`config.mk`:
```
export PLATFORM = sky130hd
export DESIGN_NAME = fp_to_twos_decoder
export DESIGN_NICKNAME = d
export VERILOG_FILES = /design/src/rtl/fp_to_twos_decoder.sv
export SDC_FILE = /design/constraint.sdc
export NUM_CORES = 1
export LEC_CHECK = 0
export CORE_MARGIN = 2
export CORE_UTILIZATION = 47
export CTS_CLUSTER_DIAMETER = 30
export DETAILED_ROUTE_END_ITERATION = 8
export PLACE_DENSITY = 0.77
export SYNTH_ARGS = -nofsm -noshare
export SYNTH_HDL_FRONTEND = slang
export SYNTH_SLANG_ARGS = --single-unit
```
`constraint.sdc`:
```
create_clock -name clk -period 1.6 [get_ports clk]
set_input_delay 0.16 -clock clk [delete_from_list [all_inputs] [get_ports clk]]
set_output_delay 0.16 -clock clk [all_outputs]
set_load 0.02 [all_outputs]
```
`src/rtl/fp_to_twos_decoder.sv`:
```
// fp_to_twos_decoder
// Expands a compressed float {S, E, F} into an OUT_W-bit two's-complement
// value (-1)^S * F * 2^E. The significand is shifted left one bit per clock,
// E times, and the sign is applied afterwards. The block is not pipelined.
//
// state | meaning
// IDLE  | waiting for in_valid; in_ready=1
// SHIFT | shifting mag left while cnt != 0
// SIGN  | applying the sign, loading D
// DONE  | D valid, waiting for out_ready
//
// Ports:
//   clk, rst              rising-edge clock, async active-high reset
//   S, E, F, in_valid     input sample and its valid
//   in_ready              high only in IDLE
//   D, out_valid          result (two's complement) and its valid
//   out_ready             consumer takes D
//
// Legal only if ((2^MAN_W)-1) << ((2^EXP_W)-1) < 2^(OUT_W-1).
module fp_to_twos_decoder #(
    parameter int EXP_W = 3,
    parameter int MAN_W = 4,
    parameter int OUT_W = 12
) (
    input  logic             clk,
    input  logic             rst,
    input  logic             S,
    input  logic [EXP_W-1:0] E,
    input  logic [MAN_W-1:0] F,
    input  logic             in_valid,
    output logic             in_ready,
    output logic [OUT_W-1:0] D,
    output logic             out_valid,
    input  logic             out_ready
);

    typedef enum logic [1:0] {
        IDLE  = 2'd0,
        SHIFT = 2'd1,
        SIGN  = 2'd2,
        DONE  = 2'd3
    } state_t;

    state_t           state;
    state_t           state_nx;
    logic [OUT_W-1:0] mag;
    logic [EXP_W-1:0] cnt;
    logic             sign;
    logic             cnt_tc;

    // cnt is a down-counter; terminal count ends the shift phase
    assign cnt_tc = (cnt == '0);

    // state register
    always_ff @(posedge clk or posedge rst) begin
        if (rst) begin
            state <= IDLE;
        end else begin
            state <= state_nx;
        end
    end

    // next-state logic
    always_comb begin
        state_nx = state;
        case (state)
            IDLE:    if (in_valid) state_nx = SHIFT;
            SHIFT:   if (cnt_tc) state_nx = SIGN;
            SIGN:    state_nx = DONE;
            DONE:    if (out_ready) state_nx = IDLE;
            default: state_nx = IDLE;
        endcase
    end

    // outputs decoded from state
    always_comb begin
        in_ready  = (state == IDLE);
        out_valid = (state == DONE);
    end

    // datapath: latched sample, shifter, counter and result register
    always_ff @(posedge clk or posedge rst) begin
        if (rst) begin
            mag  <= '0;
            cnt  <= '0;
            sign <= 1'b0;
            D    <= '0;
        end else begin
            case (state)
                IDLE: begin
                    if (in_valid) begin
                        mag  <= {{(OUT_W-MAN_W){1'b0}}, F};
                        cnt  <= E;
                        sign <= S;
                    end
                end
                SHIFT: begin
                    if (!cnt_tc) begin
                        mag <= mag << 1;
                        cnt <= cnt - 1'b1;
                    end
                end
                SIGN: begin
                    // negating zero gives zero, so S=1,F=0 lands on D=0
                    D <= sign ? (~mag + OUT_W'(1)) : mag;
                end
                default: ;
            endcase
        end
    end

endmodule

```
* Word-level counts from Yosys, hierarchy flattened *
Cells that the tools add are included.

operators by class
  add/subtract/negate cells = 2
  equality and inequality tests = 7
  muxes and demuxes = 11
  bitwise operators = 1
  reductions and logical operators = 6

operator list
  cell                                                   number
  2-to-1 mux 12 bit                                      3
  one-hot mux 12 bit (2 select lines)                    1
  adder 12 x 1 -> 12 bit, second input constant          1
  inverter 12 bit                                        1
  one-hot mux 2 bit (4 select lines)                     1
  2-to-1 mux 2 bit                                       3
  2-to-1 mux 3 bit                                       2
  inequality test 2 bit, second input constant           3
  one-hot mux 3 bit (2 select lines)                     1
  AND reduction 3 bit                                    2
  equality test 2 bit, second input constant             2
  zero test 3 bit                                        1
  subtractor 3 x 1 -> 3 bit, second input constant       1
  equality test 2 x 1 -> 1 bit, second input constant    1
  zero test 2 bit                                        1
  inequality test 2 x 1 -> 1 bit, second input constant  1
  AND reduction 2 bit                                    1
  nonzero test 2 bit                                     1

word-level totals
  flip-flop bits (word level) = 30
  input port bits = 12
  output and inout port bits = 14
  word-level logic and storage cells = 32

* Longest topological paths before layout *
Gate-level depths: netlist (run 1).

  word-level depth = 3
  mapped depth = 8

* Worst setup path before layout (run 1) *
No wires, ideal clock.

  path type = reg-to-reg
  from = register state[0]
  to = register cnt[1]
  setup time = 0.124 ns
  data arrival time = 1.484 ns
  required time = 1.476 ns
  slack = -0.008 ns
  cell stages (with the launch flop) = 8
  buffers on the path = 1
  path through = dfrtp_1 -> inv_1 -> ha_1 -> nor2b_1 -> a211o_1 -> clkbuf_1 -> nor2_1 -> a21oi_1

on the way
  longest elaborated chain between the ends = 3
  elaborated cells on any way between the ends = 7
  classes of those cells = 3 x eq/ne; 1 x mux; 3 x reduce/logical

ends and longest elaborated chain
  what                                                                          line  text
  start, declared                                                               44    state_t state;
  start signal, assigned                                                        59    state <= state_nx;
  zero test 2 bit *                                                             n/a
  net in_ready                                                                  31    output logic in_ready,
  inequality test 2 bit (no line) / nonzero test 2 bit (equally long branches)  n/a
  AND reduction 3 bit (no line)                                                 n/a
  end signal, assigned                                                          100   cnt <= cnt - 1'b1;
  end, declared                                                                 47    logic [EXP_W-1:0] cnt;

Mark *: on every way through the listed nets, which the timed path passes. The rest lies on a longest branch.
A chain may end at the register's enable or synchronous reset.

* Final worst setup path (run 1) *
  from = register state[1]
  to = register cnt[2]

on the way
  longest elaborated chain between the ends = 3
  elaborated cells on any way between the ends = 7
  classes of those cells = 3 x eq/ne; 1 x mux; 3 x reduce/logical

ends and longest elaborated chain
  what                                                                          line  text
  equality test 2 x 1 -> 1 bit / zero test 2 bit (equally long branches)        89    case (state)
  inequality test 2 bit (no line) / nonzero test 2 bit (equally long branches)  n/a
  AND reduction 3 bit (no line)                                                 n/a

Parallel ways exist; a longest one is shown, timed or not.

==> results.py, run 1 <==
metrics = {
    "die": {
        "rows": 20,
        "ios": 26,
        "dieArea_mm2": 0.003796,
        "dieHeight_um": 61.62,
        "initial_utilization_pct": 50.28,
        "coreArea_mm2": 0.003103,
        "dieWidth_um": 61.62,
    },
    "timing": {
        "slew_headroom_pct": 74.51,
        "setup_viol": 0,
        "rsz0062_at_grt": "true",
        "fin_crit_ns": 1.559,
        "min_period_over_period_pct": 97.41,
        "final-hold-violation-count": 0,
        "worst_pin_slew_ns": 0.3775,
        "drv_slew": 0,
        "fin_skew_ns": 0.002725,
        "fmax_mhz": 641.6,
    },
    "cts": {
        "cts_tree": "done",
        "htreeDepth": 2,
        "postCtsHoldBufs": 0,
        "cts.sinks": 30,
        "clockBufferDepth": 2,
        "numCtsBuffers": 5,
        "worstSkewPairLatency_ns": 0.33,
        "cts.clk_slew.worst_paths_ns": 0.09,
        "root_buffer": "clkbuf_4",
    },
    "layout": {
        "layout_common_cells": "dfrtp_1 (30), clkdlybuf4s50_1 (23), nand2_1 (22)",
        "final_util_pct": 66.73,
        "nFillCells": 260,
        "final-seq-area_um2": 750.7,
        "drive_gt1_share_pct": 16.18,
        "area_growth_pct": 32.72,
        "final_common_cell": "dfrtp_1",
        "num_antenna_cells": 0,
        "fin_nets": 225,
        "multiInputGateArea_um2": 772.0,
    },
    "synthesis": {
        "synth_seq_cells": 30,
        "netlist.area_leader.share_pct": 48.12,
        "yosysTopAreaCell": "dfrtp_1",
        "ys.warnings.count": 0,
        "syn-num-nets": 189,
        "syn_area_mm2": 0.001560,
        "synth.distinct_cells": 26,
        "yosysSeqAreaShare_pct": 48.12,
        "ys_top_cells_by_area": "dfrtp_1 (48%), ha_1 (6.4%), o21ai_0 (5.8%)",
        "avgSynthCellArea_um2": 9.232,
        "synth-edff-count": 0,
        "async_flop_share_pct": 100.0,
        "synthFlopType": "dfrtp_1",
        "syn_inst": 169,
    },
    "pwr": {
        "power.total_mw": 4.546,
        "ir_worst_vdd_v": 0.001146,
        "p_leak_nw": 0.8965,
        "powerDensity_mw_per_mm2": 2195,
    },
    "setup_path": {
        "rrSetupSlack_ns": 0.04,
        "r2r-start": "state[1]",
        "crit_type": "register to register",
        "reg2reg_depth": 7,
        "r2r_end": "cnt[2]",
        "path_max_fanout": 6,
        "startpoint_type": "register",
        "crit_path_end_kind": "register",
        "crit_required_ns": 1.81,
        "crit_arrival_ns": 1.77,
    },
    "global_route": {
        "grt_antenna_before_repair": 0,
        "grt_overflow": 0,
        "grt_pass1_wl_um": 4940,
        "grt_max_degree": 31,
        "grt_pass1_vias": 1157,
        "grtUsageTotal_pct": 18.17,
    },
    "routing": {
        "drt_wl_total_um": 3079,
        "viasPerCell": 5.056,
        "drtIter0Drc": 49,
        "drc": 0,
        "drt_pass1_iterations": 4,
        "avgRoutedWirePerCell_um": 12.42,
        "antenna_left": 0,
        "vias": 1254,
    },
    "placed_design": {
        "port_buffers": 25,
        "dpl.hpwl_um": 2118,
        "place.gp.congestion": 0.7734,
    },
    "min_path": {
        "hp-class": "input port to async pin",
    },
    "run_status": {
        "status": "completed",
    },
    "flow_run": {
        "cap_violations": 0,
    },
}
-- sequential cells by signal, summed over array words and instances, names as in the netlist --
signal / count
D: 12
cnt: 3
mag: 12
sign: 1
state: 2
-- worst max-delay path: stages (launching register included) --
cell	delay, ns
dfrtp_1	0.40
inv_2	0.10
ha_4	0.17
nor2b_2	0.17
a211o_4	0.32
buf_6	0.15
nor2_2	0.09
a21oi_1	0.05
-- synth_stat cells (all sizes together), types with 2 or more instances --
cell and number:
mux2 2, nand2 24, mux2i 6, nor2 18, xor2 3, o21ai 18
a31oi 3, clkbuf 4, buf 5, a21oi 15, ha 8, nor4 2
inv 15, dfrtp 30, xnor2 7
-- kinds of logic after synthesis --
kind of cell	synth area share, %
DFF	48.12
buffers and inverters	6.575
muxes	5.293
xor gates and xnor gates	5.614
and+or+nand+nor	13.39
adders and majority gates	6.416
AOI/OAI and AO/OA	14.60
-- metal layers --
layer  track usage (%)  wire, um  up-vias  share of wire [%]
met4             8.815        50        0                1.6
met3             5.882        83        4                2.7
met5                 0         0        -                  0
li1                  -         -      631                  -
met2             30.83      1629       20                 53
met1             20.50      1316      599                 43
-- worst max-delay path by stage --
stage | start | end | slack [ns] | cells past startpoint
6_report | state[1] | cnt[2] | 0.04 | 7
3_5_place_dp | cnt[0] | cnt[2] | 0.02 | 7
3_3_place_gp | cnt[0] | mag[2] | 0.09 | 7
2_1_floorplan | state[1] | cnt[1] | 0.06 | 8
5_1_grt | cnt[0] | mag[11] | -0.02 | 7
4_1_cts | state[1] | cnt[2] | -0.001 | 7
-- power breakdown --
group	switching, mW	leakage (nW)	internal, mW
logic	1.40	0.499	1.38
clock network	0.247	0.0302	0.198
registers	0.246	0.367	1.07
total	1.90	0.896	2.65
-- through the flow --
| stage | instance area, um2 | setup TNS [ns] | instances | worst slack [ns] | hold slack, ns |
|---|---|---|---|---|---|
| 4_1_cts | 1952 | -0.001339 | 244 | -0.001339 | 0.2053 |
| 3_5_place_dp | 1902 | 0 | 238 | 0.02163 | 0.4990 |
| 6_report | 2071 | 0 | 248 | 0.04144 | 0.1982 |
| 2_1_floorplan | 1563 | 0 | 169 | 0.06333 | 0.2508 |
| 5_1_grt | 2071 | -0.1165 | 248 | -0.01525 | 0.2329 |
| 3_3_place_gp | 1902 | 0 | 238 | 0.08985 | 0.4888 |
-- cell type report --
type | instances | share of cell area [%]
clock buffers | 6 | 2.477
flip-flops and latches | 30 | 36.25
repair buffers | 38 | 18.61
well taps | 44 | 2.659
inverters | 15 | 2.719
multi-input cells | 115 | 37.28
-- what timing repair did --
item,4_1_cts,5_1_grt
endpoints found under the setup margin,3,18
resized for setup,3,25
hold endpoints to repair,0,0
gates cloned,0,2
buffers inserted,0,2
pin swaps,0,1
(Power assumes the default switching activity.)
==> run 2: changes to the inputs <==
--- a/config.mk
+++ b/config.mk
@@ -5,10 +5,12 @@
 export SDC_FILE = /design/constraint.sdc
 export NUM_CORES = 1
 export LEC_CHECK = 0
+export ABC_AREA = 1
 export CORE_MARGIN = 2
-export CORE_UTILIZATION = 47
+export CORE_UTILIZATION = 48
 export CTS_CLUSTER_DIAMETER = 30
 export DETAILED_ROUTE_END_ITERATION = 8
+export GPL_ROUTABILITY_DRIVEN = 1
 export PLACE_DENSITY = 0.77
 export SYNTH_ARGS = -nofsm -noshare
 export SYNTH_HDL_FRONTEND = slang
==> results.py, run 2 <==
metrics = {
    "pwr": {
        "ir_worst_vdd_v": 0.001275,
        "powerDensity_mw_per_mm2": 2074,
        "power.total_mw": 4.352,
        "p_leak_nw": 0.9672,
    },
    "setup_path": {
        "cpPeakStageDelay_ns": 0.43,
        "endpoint": "in_ready",
        "crit_path_end_kind": "output pin",
        "startpoint_type": "register",
        "crit_type": "register to output pin",
        "cp_num_cells": 3,
        "r2r_end": "cnt[2]",
        "crit_buf_inv": 2,
        "reg2reg_depth": 8,
        "cp_cell_sequence": "inv_2, ha_4, dlygate4sd2_1",
        "rrSetupSlack_ns": 0.10,
        "path_max_fanout": 4,
        "crit_required_ns": 1.44,
        "crit_arrival_ns": 1.36,
        "startpoint": "state[0]",
        "crit_family": "buffers and inverters",
        "slowest_stage": "dfrtp_1",
        "r2r-start": "state[0]",
    },
    "synthesis": {
        "syn-num-nets": 220,
        "ys.warnings.count": 0,
        "yosysSeqAreaShare_pct": 43.89,
        "syn_area_mm2": 0.001710,
        "synth.distinct_cells": 27,
        "ys_top_cells_by_area": "dfrtp_1 (44%), nand2_1 (11%), o21ai_2 (6.7%)",
        "yosysTopAreaCell": "dfrtp_1",
        "synth_most_common_cell": "nand2_1",
        "synth-edff-count": 0,
        "syn_inst": 200,
        "synthFlopType": "dfrtp_1",
        "synth_seq_cells": 30,
        "netlist.area_leader.share_pct": 43.89,
        "async_flop_share_pct": 100.0,
        "avgSynthCellArea_um2": 8.552,
        "synthTopCellsByCount": "nand2_1 (48), dfrtp_1 (30), inv_1 (23)",
    },
    "min_path": {
        "hp-class": "input port to async pin",
    },
    "timing": {
        "fin_skew_ns": 0.007933,
        "setup_viol": 0,
        "finalWorstSetupSlack_ns": 0.08492,
        "rsz0062_at_grt": "true",
        "fmax_mhz": 660.0,
        "drv_slew": 0,
        "fin_crit_ns": 1.515,
        "worst_pin_slew_ns": 0.4110,
        "min_period_over_period_pct": 94.69,
        "final-hold-violation-count": 0,
        "slew_headroom_pct": 72.57,
    },
    "placed_design": {
        "place_ws_ns": -0.007918,
        "post-place-cells": 270,
        "dpl.hpwl_um": 2304,
        "place.gp.congestion": 0.8759,
        "port_buffers": 25,
    },
    "die": {
        "rows": 21,
        "dieHeight_um": 63.70,
        "ios": 26,
        "dieArea_mm2": 0.004057,
        "initial_utilization_pct": 50.46,
        "dieWidth_um": 63.70,
        "coreArea_mm2": 0.003390,
    },
    "global_route": {
        "grtUsageTotal_pct": 17.86,
        "grt_max_degree": 31,
        "grt_pass1_vias": 1250,
        "grt_pass1_wl_um": 5595,
        "grt_overflow": 0,
        "grt_antenna_before_repair": 0,
    },
    "routing": {
        "drtIter0Drc": 62,
        "drt_pass1_iterations": 4,
        "viasPerCell": 4.900,
        "avgRoutedWirePerCell_um": 11.43,
        "drc": 0,
        "vias": 1367,
        "antenna_left": 0,
        "drt_wl_total_um": 3189,
    },
    "layout": {
        "num_antenna_cells": 0,
        "drive_gt1_share_pct": 18.88,
        "top_regs": "D x12, mag x12, cnt x3",
        "final_common_cell": "nand2_1",
        "final_util_pct": 61.90,
        "fin_nets": 253,
        "area_growth_pct": 22.68,
        "layout_common_cells": "nand2_1 (48), dfrtp_1 (30), clkdlybuf4s50_1 (23)",
        "layoutNonFillerInstCount": 279,
    },
    "cts": {
        "htreeDepth": 2,
        "numCtsBuffers": 5,
        "clockBufferDepth": 2,
        "cts.clk_slew.worst_paths_ns": 0.09,
        "root_buffer": "clkbuf_4",
        "cts.sinks": 30,
        "worstSkewPairLatency_ns": 0.32,
        "cts_tree": "done",
    },
    "flow_run": {
        "cap_violations": 0,
    },
    "run_status": {
        "status": "completed",
    },
}
-- run 2: changes by cell type after synthesis, sizes merged, moves of 6 or more --
| cell | previous run | this run |
|---|---|---|
| nand2 | 24 | 50 |
| nand3 | 0 | 25 |
| a21oi | 15 | 3 |
| inv | 15 | 25 |
| o21ai | 18 | 26 |
| mux2i | 6 | 0 |
| xnor2 | 7 | 1 |
-- run 2: cells by family after synthesis --
family	count (synthesis)	synth area share [%]
simple gates	92	24.65
buf+inv	32	9.510
compound gates	35	14.56
flops	30	43.89
xor+xnor	3	1.536
fa+ha+maj	8	5.852
-- run 2: metrics by stage --
stage / instance area [um2] / hold slack (ns) / TNS (ns)
floorplan: 1713 / 0.2508 / 0
global placement: 2002 / 0.4618 / 0
detailed placement: 2002 / 0.4653 / -0.02177
CTS: 2047 / 0.2131 / 0
global route: 2098 / 0.2494 / -0.03781
finish: 2098 / 0.1995 / 0
-- run 2: cell type report --
cell class	count	area, um2
Clock buffer	7	45.04
Inverter	25	106.4
Timing Repair inverter	1	8.758
Sequential cell	30	750.7
Multi-Input combinational cell	138	829.5
Timing Repair Buffer	32	300.3
Fill cell	309	1291
Tap cell	46	57.56
-- run 2: tightest hold or removal path, cell delays in order --
cell,delay (ns)
clkdlybuf4s50_1,0.39
inv_1,0.05
buf_4,0.34
-- run 2: worst min-delay path by stage --
| stage | startpoint | end | slack (ns) | cells after the start |
|---|---|---|---|---|
| 2_1_floorplan | rst | D[0] | 0.25 | 1 |
| 3_3_place_gp | D[9] | D[9] | 0.46 | 2 |
| 3_5_place_dp | D[10] | D[10] | 0.47 | 2 |
| 4_1_cts | rst | D[10] | 0.21 | 3 |
| 5_1_grt | rst | D[8] | 0.25 | 3 |
| 6_report | rst | D[8] | 0.20 | 3 |
-- run 2: where the power goes --
group | internal (mW) | switching (mW)
Sequential | 1.07 | 0.228
Clock | 0.165 | 0.241
Combinational | 1.07 | 1.58
Total | 2.30 | 2.05
-- run 2: repair_timing --
action                     CTS  global route
buffers inserted             0             1
setup endpoints to repair    5            17
gates cloned                 0             1
resized for setup            3             9
hold buffers                 0             0
pin swaps                    0             1
-- run 2: metal layers --
metal  vias to the layer above  track usage, %  wire length (um)
li1                        707               -                 -
met1                       615           24.40              1580
met2                        43           26.18              1387
met3                         2           5.714               198
met4                         0           7.065                23
met5                         -               0                 0
==> run 3: changes to the inputs <==
--- a/config.mk
+++ b/config.mk
@@ -11,6 +11,7 @@
 export CTS_CLUSTER_DIAMETER = 30
 export DETAILED_ROUTE_END_ITERATION = 8
 export GPL_ROUTABILITY_DRIVEN = 1
+export GPL_TIMING_DRIVEN = 0
 export PLACE_DENSITY = 0.77
 export SYNTH_ARGS = -nofsm -noshare
 export SYNTH_HDL_FRONTEND = slang
==> results.py, run 3 (same netlist as run 2, synthesis figures left out) <==
metrics = {
    "routing": {
        "drtIter0Drc": 84,
        "routed.top_layer": "met4",
        "drt_wl_total_um": 3694,
        "vias": 1455,
        "drt_pass1_iterations": 4,
        "m1WireLength_um": 1581,
        "drc": 0,
        "antenna_left": 0,
        "dr_wl_met2_um": 1826,
        "viasPerCell": 5.070,
        "avgRoutedWirePerCell_um": 12.87,
        "wl_met3_um": 164,
    },
    "layout": {
        "top_regs": "D x12, mag x12, cnt x3",
        "nFillCells": 281,
        "layoutNonFillerInstCount": 287,
        "layout_common_cells": "nand2_1 (47), dfrtp_1 (30), clkdlybuf4s50_1 (23)",
        "fin_nets": 260,
        "drive_gt1_share_pct": 24.48,
        "final_common_cell": "nand2_1",
        "area_growth_pct": 30.87,
        "num_antenna_cells": 0,
    },
    "pwr": {
        "power.total_mw": 5.066,
        "internal_power_mw": 2.810,
        "swShare_pct": 44.53,
        "ir_worst_vdd_v": 0.001186,
        "p_clk_share_pct": 11.8,
        "power.share.combinational_pct": 62.8,
        "p_leak_nw": 1.027,
        "seqPwrFrac_pct": 25.4,
        "powerDensity_mw_per_mm2": 2263,
        "p_switching_mw": 2.256,
    },
    "cts": {
        "root_buffer": "clkbuf_4",
        "numCtsBuffers": 5,
        "clockBufferDepth": 2,
        "cts_tree": "done",
        "cts.sinks": 30,
        "cts.clk_slew.worst_paths_ns": 0.10,
        "postCtsHoldBufs": 0,
        "htreeDepth": 2,
        "worstSkewPairLatency_ns": 0.34,
    },
    "min_path": {
        "hp-class": "input port to register",
    },
    "die": {
        "ios": 26,
        "rows": 21,
        "dieWidth_um": 63.70,
        "coreArea_mm2": 0.003390,
        "initial_utilization_pct": 50.46,
        "dieArea_mm2": 0.004057,
        "dieHeight_um": 63.70,
    },
    "timing": {
        "setup_viol": 0,
        "worst_pin_slew_ns": 1.136,
        "fmax_mhz": 646.4,
        "min_period_over_period_pct": 96.69,
        "drv_slew": 0,
        "fin_crit_ns": 1.547,
        "slew_headroom_pct": 24.15,
        "fin_skew_ns": 0.009486,
        "final-hold-violation-count": 0,
    },
    "setup_path": {
        "crit_required_ns": 1.85,
        "crit_family": "flip-flops",
        "crit_path_end_kind": "register",
        "crit_top_cell": "inv_2",
        "crit_arrival_ns": 1.79,
        "startpoint_type": "register",
        "crit_buf_inv": 4,
        "path_max_fanout": 5,
        "cp_cell_sequence": "inv_2, ha_4, inv_2, or2_4, nand2_8, clkinv_8, clkbuf_16, nand3_2, o21ai_2",
        "slowest_stage": "dfrtp_1",
        "cpPeakStageDelay_ns": 0.43,
        "crit_type": "register to register",
    },
    "placed_design": {
        "port_buffers": 25,
        "post-place-cells": 271,
        "dpl.hpwl_um": 2449,
        "place.gp.congestion": 0.7785,
    },
    "run_status": {
        "status": "completed",
    },
    "global_route": {
        "grtUsageTotal_pct": 19.54,
        "grt_pass1_vias": 1385,
        "grt_max_degree": 31,
        "grt_antenna_before_repair": 0,
        "grt_pass1_wl_um": 6141,
        "grt_overflow": 0,
    },
    "flow_run": {
        "cap_violations": 0,
    },
}
[run 3: cell count changes in the layout (fill, tap and decap cells not counted), sizes merged]
cell           previous run  this run
clkbuf                    7         9
buf                       7        11
clkinv                    1         3
bufinv                    0         1
dlygate4sd2               2         0
clkdlybuf4s15             0         1
[run 3: worst reg2reg max path: cells and delay by family (launching register included)]
family                   cells  cell delay [ns]
flip-flops                   1             0.43
AND/OR/NAND/NOR              3             0.41
buffers and inverters        4             0.40
adder cells (fa/ha/maj)      1             0.16
AO/OA/AOI/OAI                1             0.05
[run 3: power by group through the flow]
stage / registers [mW] / logic [mW] / clock network [mW]
floorplan: 1.43 / 1.77 / 0
CTS: 1.27 / 2.67 / 0.604
global route: 1.32 / 3.53 / 0.659
detailed placement: 1.29 / 2.67 / 0
global placement: 1.27 / 2.63 / 0
finish: 1.29 / 3.18 / 0.600
[run 3: path summary, 6_finish.rpt]
| check | start | slack [ns] | depth (start not counted) | endpoint |
|---|---|---|---|---|
| max reg2reg | state[0] | 0.05 | 9 | mag[4] |
| min in group asynchronous | rst | 0.40 | 2 | D[9] |
| max | state[0] | 0.05 | 9 | mag[4] |
| max in group asynchronous | rst | 0.51 | 2 | mag[7] |
| min reg2reg | D[5] | 0.48 | 2 | D[5] |
| min | F[0] | 0.37 | 3 | mag[0] |
[run 3: cell type report]
| cell class | count | area [um2] | share of cell area, % |
|---|---|---|---|
| timing repair buffer | 32 | 327.8 | 14.65 |
| clock buffer | 5 | 37.54 | 1.677 |
| tap | 46 | 57.56 | 2.571 |
| inverter | 25 | 106.4 | 4.751 |
| multi-input combinational | 138 | 838.3 | 37.45 |
| sequential | 30 | 750.7 | 33.54 |
| buffer | 7 | 71.32 | 3.186 |
| timing repair inverter | 1 | 8.758 | 0.3913 |
| clock inverter | 3 | 40.04 | 1.789 |
[run 3: metrics by stage]
stage          setup TNS, ns  instance area (um2)  hold slack [ns]  utilization [%]  setup WS, ns
6_report                   0                 2238           0.3731            66.04       0.05297
3_5_place_dp               0                 2021           0.4660            59.62       0.02025
2_1_floorplan              0                 1713           0.2508                -       0.04463
3_3_place_gp               0                 2021           0.4619            59.62       0.02630
5_1_grt             -0.02353                 2238           0.3809            66.04      -0.01362
4_1_cts                    0                 2096           0.3793            61.83      0.002695
[run 3: what timing repair did]
action,CTS,global route
gates cloned,0,2
setup buffers,0,6
resized for setup,2,22
endpoints found under the setup margin,2,27
pin swaps,0,1
[run 3: metal layers]
layer,vias to the layer above,GRT usage (%)
met5,-,0
met4,0,8.152
met3,13,5.179
met2,39,31.97
met1,670,24.34
li1,733,-
